===== src/rtl/bus_master_pkg.sv =====
// Shared types and constants for the peripheral-bus master.
package bus_master_pkg;

    localparam int unsigned BUS_AW  = 32;
    localparam int unsigned BUS_DW  = 32;
    localparam int unsigned BUS_BEW = 4;

    typedef enum logic [2:0] {
        ST_IDLE,
        ST_ISSUE,
        ST_WAIT,
        ST_CHECK,
        ST_RESP
    } state_t;

    // Poll termination test: compare only the bits selected by mask.
    function automatic logic poll_match(
        input logic [BUS_DW-1:0] rd_data,
        input logic [BUS_DW-1:0] cmp_data,
        input logic [BUS_DW-1:0] mask
    );
        return ((rd_data & mask) == (cmp_data & mask));
    endfunction

endpackage


===== src/rtl/bus_watchdog.sv =====
// Load/clear saturating down-counter; expired while the count sits at zero.
module bus_watchdog #(
    parameter int unsigned WIDTH = 16
) (
    input  logic             clk,
    input  logic             rst,
    input  logic             load,
    input  logic [WIDTH-1:0] load_val,
    input  logic             clear,
    input  logic             tick,
    output logic             expired
);

    logic [WIDTH-1:0] count;

    // Load wins over clear; ticks stop at zero so the count never wraps.
    always_ff @(posedge clk) begin
        if (rst) begin
            count <= '0;
        end else if (load) begin
            count <= load_val;
        end else if (clear) begin
            count <= '0;
        end else if (tick && (count != '0)) begin
            count <= count - 1'b1;
        end
    end

    assign expired = (count == '0);

endmodule


===== src/rtl/bus_master_seq.sv =====
// Single-outstanding command-to-bus master with hardware read-poll and a
// ready-timeout watchdog on every bus transaction.
module bus_master_seq
    import bus_master_pkg::*;
#(
    parameter int unsigned TIMEOUT  = 255,
    parameter int unsigned POLL_MAX = 1023
) (
    input  logic               clk,
    input  logic               rst,
    input  logic               cmd_valid,
    output logic               cmd_ready,
    input  logic               cmd_wr,
    input  logic               cmd_poll,
    input  logic [BUS_AW-1:0]  cmd_addr,
    input  logic [BUS_DW-1:0]  cmd_data,
    input  logic [BUS_DW-1:0]  cmd_mask,
    input  logic [BUS_BEW-1:0] cmd_be,
    output logic               rsp_valid,
    input  logic               rsp_ready,
    output logic [BUS_DW-1:0]  rsp_data,
    output logic               rsp_err,
    output logic               rsp_timeout,
    output logic               enable,
    output logic               wr_en,
    output logic [BUS_AW-1:0]  addr,
    output logic [BUS_DW-1:0]  i_data,
    output logic [BUS_BEW-1:0] be,
    input  logic               ready,
    input  logic [BUS_DW-1:0]  o_data,
    input  logic               bus_err
);

    // Watchdog is loaded with TIMEOUT-1 on the edge that raises enable, so it
    // reads zero on the TIMEOUT-th enable cycle.
    localparam logic [15:0] WD_LOAD    = 16'(TIMEOUT - 1);
    localparam logic [15:0] POLL_LIMIT = 16'(POLL_MAX);

    state_t             state;
    logic               out_of_reset;
    logic               cmd_poll_q;
    logic [BUS_DW-1:0]  cmd_data_q;
    logic [BUS_DW-1:0]  cmd_mask_q;
    logic [BUS_DW-1:0]  rd_data_q;
    logic               rd_err_q;
    logic [15:0]        attempts;

    logic accept;
    logic finish_ok;
    logic retry;
    logic wd_load;
    logic wd_clear;
    logic wd_tick;
    logic wd_expired;

    assign cmd_ready = (state == ST_IDLE) && out_of_reset;

    // Decode of handshakes, poll outcome and watchdog controls.
    always_comb begin
        accept    = cmd_valid && cmd_ready;
        finish_ok = !cmd_poll_q || rd_err_q || poll_match(rd_data_q, cmd_data_q, cmd_mask_q);
        retry     = !finish_ok && (attempts < POLL_LIMIT);
        wd_load   = ((state == ST_IDLE) && accept) || ((state == ST_CHECK) && retry);
        wd_clear  = (state == ST_RESP);
        wd_tick   = ((state == ST_ISSUE) || (state == ST_WAIT)) && !ready;
    end

    bus_watchdog #(
        .WIDTH (16)
    ) u_watchdog (
        .clk      (clk),
        .rst      (rst),
        .load     (wd_load),
        .load_val (WD_LOAD),
        .clear    (wd_clear),
        .tick     (wd_tick),
        .expired  (wd_expired)
    );

    // Main sequencer; bus and response outputs are registered here.
    // enable rises on the accept/retry edge itself, so ISSUE is the first
    // enable cycle and must already honour a zero-wait ready.
    always_ff @(posedge clk) begin
        if (rst) begin
            state        <= ST_IDLE;
            out_of_reset <= 1'b0;
            enable       <= 1'b0;
            wr_en        <= 1'b0;
            addr         <= '0;
            i_data       <= '0;
            be           <= '0;
            rsp_valid    <= 1'b0;
            rsp_data     <= '0;
            rsp_err      <= 1'b0;
            rsp_timeout  <= 1'b0;
            cmd_poll_q   <= 1'b0;
            cmd_data_q   <= '0;
            cmd_mask_q   <= '0;
            rd_data_q    <= '0;
            rd_err_q     <= 1'b0;
            attempts     <= '0;
        end else begin
            out_of_reset <= 1'b1;
            case (state)
                ST_IDLE: begin
                    if (accept) begin
                        enable     <= 1'b1;
                        wr_en      <= cmd_wr && !cmd_poll;
                        addr       <= cmd_addr;
                        i_data     <= (cmd_wr && !cmd_poll) ? cmd_data : '0;
                        be         <= cmd_be;
                        cmd_poll_q <= cmd_poll;
                        cmd_data_q <= cmd_data;
                        cmd_mask_q <= cmd_mask;
                        attempts   <= '0;
                        state      <= ST_ISSUE;
                    end
                end
                ST_ISSUE, ST_WAIT: begin
                    if (ready) begin
                        enable    <= 1'b0;
                        rd_data_q <= wr_en ? '0 : o_data;
                        rd_err_q  <= bus_err;
                        if (cmd_poll_q) begin
                            attempts <= attempts + 16'd1;
                        end
                        state <= ST_CHECK;
                    end else if (wd_expired) begin
                        enable      <= 1'b0;
                        rsp_valid   <= 1'b1;
                        rsp_data    <= '0;
                        rsp_err     <= 1'b0;
                        rsp_timeout <= 1'b1;
                        state       <= ST_RESP;
                    end else begin
                        state <= ST_WAIT;
                    end
                end
                ST_CHECK: begin
                    if (finish_ok) begin
                        rsp_valid   <= 1'b1;
                        rsp_data    <= rd_data_q;
                        rsp_err     <= rd_err_q;
                        rsp_timeout <= 1'b0;
                        state       <= ST_RESP;
                    end else if (retry) begin
                        enable <= 1'b1;
                        state  <= ST_ISSUE;
                    end else begin
                        rsp_valid   <= 1'b1;
                        rsp_data    <= '0;
                        rsp_err     <= 1'b0;
                        rsp_timeout <= 1'b1;
                        state       <= ST_RESP;
                    end
                end
                ST_RESP: begin
                    if (rsp_ready) begin
                        rsp_valid   <= 1'b0;
                        rsp_data    <= '0;
                        rsp_err     <= 1'b0;
                        rsp_timeout <= 1'b0;
                        state       <= ST_IDLE;
                    end
                end
                default: state <= ST_IDLE;
            endcase
        end
    end

endmodule


===== config.mk =====
export PLATFORM = sky130hd
export DESIGN_NAME = bus_master_seq
export DESIGN_NICKNAME = d
export VERILOG_FILES = /design/src/rtl/bus_master_pkg.sv /design/src/rtl/bus_watchdog.sv /design/src/rtl/bus_master_seq.sv
export SDC_FILE = /design/constraint.sdc
export NUM_CORES = 1
export LEC_CHECK = 0
export BUFFER_PORTS_ARGS = -buffer_cell sky130_fd_sc_hd__buf_4
export CAP_MARGIN = 20
export CORE_ASPECT_RATIO = 0.9
export CORE_MARGIN = 2
export CORE_UTILIZATION = 40
export DETAILED_ROUTE_END_ITERATION = 10
export GPL_ROUTABILITY_DRIVEN = 0
export HOLD_SLACK_MARGIN = 0.1
export PLACE_DENSITY = 0.69
export SLEW_MARGIN = 30
export SYNTH_ARGS = -nofsm -noshare
export SYNTH_HDL_FRONTEND = slang
export SYNTH_HIERARCHICAL = 1
export SYNTH_SLANG_ARGS = --single-unit

===== constraint.sdc =====
create_clock -name clk -period 5.4 [get_ports clk]
set_clock_uncertainty 0.1 [all_clocks]
set_input_delay 0.54 -clock clk [delete_from_list [all_inputs] [get_ports clk]]
set_output_delay 0.54 -clock clk [all_outputs]
set_load 0.02 [all_outputs]

==> impl_metrics.tcl <==
set metrics [dict create \
    final_common_cell "nand2_1" \
    rsz0062_at_grt "no" \
    worstMarginPinSlew_ns 0.978 \
    clock-sinks 239 \
    die_area_sq_um 24700 \
    syn_to_final_growth_pct 31.3 \
    drv_cap 0 \
    hp-class "in2reg" \
    vias 8507 \
    max_freq_mhz 281 \
    synth-edff-count 0 \
    endpoint_kind "register" \
    core_area_sq_um 23200 \
    ant_nets 0 \
    fin_cells 1647 \
    ys_warn_count 6 \
    numCtsBuffers 26 \
    insertion_delay_ns 0.53 \
    synthesis.area_sq_um 9390 \
    hold_viol_final 0 \
    grt_max_degree 91 \
    post-route-period-util_pct 65.9 \
    drive_gt1_share_pct 23.7 \
    async_reset_ff_share_pct 0 \
    final_cell_mix "nand2_1, buf_4, dfxtp_1" \
    post-dp-hpwl_um 19600 \
    fill_cells 2177 \
    ys.flop_type "dfxtp_1" \
    ys_types 62 \
    cts_hold_buffers 0 \
    utilization_pct 53.1 \
    rows 53 \
    cts_setup_buffers 0 \
    clkTransAtPathRegs_ns 0.06 \
    dpl_worst_slack_ns 1.83 \
    p_per_area_nw_per_um2 481 \
    root_buffer "clkbuf_16" \
    syn-mean-instance-area_sq_um 8.51 \
    synth_cells 1103 \
    viasPerCell 5.17 \
    synth_area_leader_cell "dfxtp_1" \
    wirelength_um 27700 \
    crit_path_start_kind "register" \
    fin_setup_tns_ns 0 \
    setup_viol 0 \
    status "completed" \
    cts_buffer_depth 3 \
    cts_resized 0 \
    crit_fanout 59 \
    die_w_um 166 \
    pin_count 246 \
    wl_per_cell_um 16.8 \
    p_leak_nw 5.17 \
    start_util_pct 40.5 \
    holdPathStages 3 \
    drtIter0Drc 595 \
    worst_slack_ns 1.84 \
    crit_arrival_ns 3.84 \
    diodes 0 \
    synth_top_cell_area_share_pct 50.9 \
    nNetsFinal 1468 \
    grt_antenna_before_repair 0 \
    gr-total-overflow 0 \
    die_y_um 149 \
    grt_pass1_wl_um 42000 \
    grt_pass1_vias 7798 \
    critical_path_required_ns 5.68 \
    dr.pass1.iters 5 \
    period_minus_slack_ns 3.56 \
    finalMaxSlewViolations 0 \
    cts_tree "done" \
    dp_cells 1599 \
    synth-seq-cells 239 \
    drcViolationCount 0 \
    r2r_cells 7 \
    port_buffers 245 \
    path_class "reg2reg" \
    htree_levels 1 \
    peakVddDrop_mv 0.283 \
    grtUsageTotal_pct 21.6 \
    seq_area_frac_synth_pct 50.9 \
    max_slew_margin_pct 34.8 \
    synth_area_leaders "dfxtp_1, nand2_1, a21oi_1" \
]
## layer usage
layer / up-vias / share of wire, % / GRT usage (%)
met2: 334 / 42 / 31.3
met4: 0 / 2.0 / 5.26
met5: - / 0 / 0
met1: 3935 / 46 / 31.3
li1: 4203 / - / -
met3: 35 / 10 / 6.81
## worst max-delay path, stage by stage (launching register included)
cell,delay [ns]
dfxtp_1,0.47
nor4b_4,0.44
nand2_4,0.44
nand2_1,0.71
or2_2,0.33
a21o_1,0.41
a21oi_1,0.12
a2111oi_0,0.39
## Yosys cell counts (6+ instances only)
master	instances
nor3_1	14
a22o_1	33
nand2_1	272
nand4_1	9
dfxtp_1	239
clkbuf_1	51
xor2_1	46
nor3b_1	32
nand3_1	22
a21oi_1	181
a211oi_1	6
a22oi_1	18
nor2_1	71
buf_2	14
## worst paths after layout
check / start / to / slack (ns)
worst max-delay path: state[2] / u_watchdog/count[15] / 1.84
worst min-delay path: cmd_addr[5] / addr[5] / 0.16
worst max register to register: state[2] / u_watchdog/count[15] / 1.84
worst min register to register: addr[23] / addr[23] / 0.35
## registers in the layout, indices dropped and copies added, names as in the netlist, 3 cells and up
| signal | flops |
|---|---|
| rd_data_q | 32 |
| cmd_data_q | 32 |
| u_watchdog/count | 16 |
| state | 3 |
| attempts | 16 |
| rsp_data | 32 |
| addr | 32 |
| i_data | 32 |
| cmd_mask_q | 32 |
| be | 4 |
## report_power, final
group / total [W] / internal (W) / leakage (nW) / switching (W)
Combinational: 0.00182 / 0.000703 / 2.79 / 0.00112
Sequential: 0.00229 / 0.00203 / 1.94 / 0.000264
Clock: 0.00181 / 0.00112 / 0.436 / 0.000693
Total: 0.00593 / 0.00385 / 5.17 / 0.00208
## cell type report
| type | count | area [sq um] | share of cell area (%) |
|---|---|---|---|
| flip-flops and latches | 239 | 4780 | 38.8 |
| multi-input cells | 800 | 4350 | 35.2 |
| repair buffers | 254 | 1920 | 15.6 |
| clock buffers | 43 | 816 | 6.62 |
| well taps | 302 | 378 | 3.06 |
| clock inverters | 4 | 70.1 | 0.568 |
| inverters | 5 | 18.8 | 0.152 |
## stage by stage
step           power, W  hold WS (ns)  instance area (sq um)
5_1_grt         0.00627         0.155                  12300
3_5_place_dp    0.00413         0.347                  11400
4_1_cts         0.00595         0.144                  12300
2_1_floorplan   0.00358         0.336                   9450
3_3_place_gp    0.00410         0.341                  11400
6_report        0.00593         0.161                  12300
## cell families (layout without fill, tap and decap cells)
group,after synthesis,in the layout,synth area share [%]
compound gates,267,267,17.4
simple gates,458,458,22.3
mux,5,5,0.560
fa+ha+maj,2,2,0.266
flops,239,239,50.9
other cells,2,17,0.0800
xor+xnor,51,51,4.84
buf+inv,79,306,3.62
Note: power is estimated with default switching activity, not from simulation.
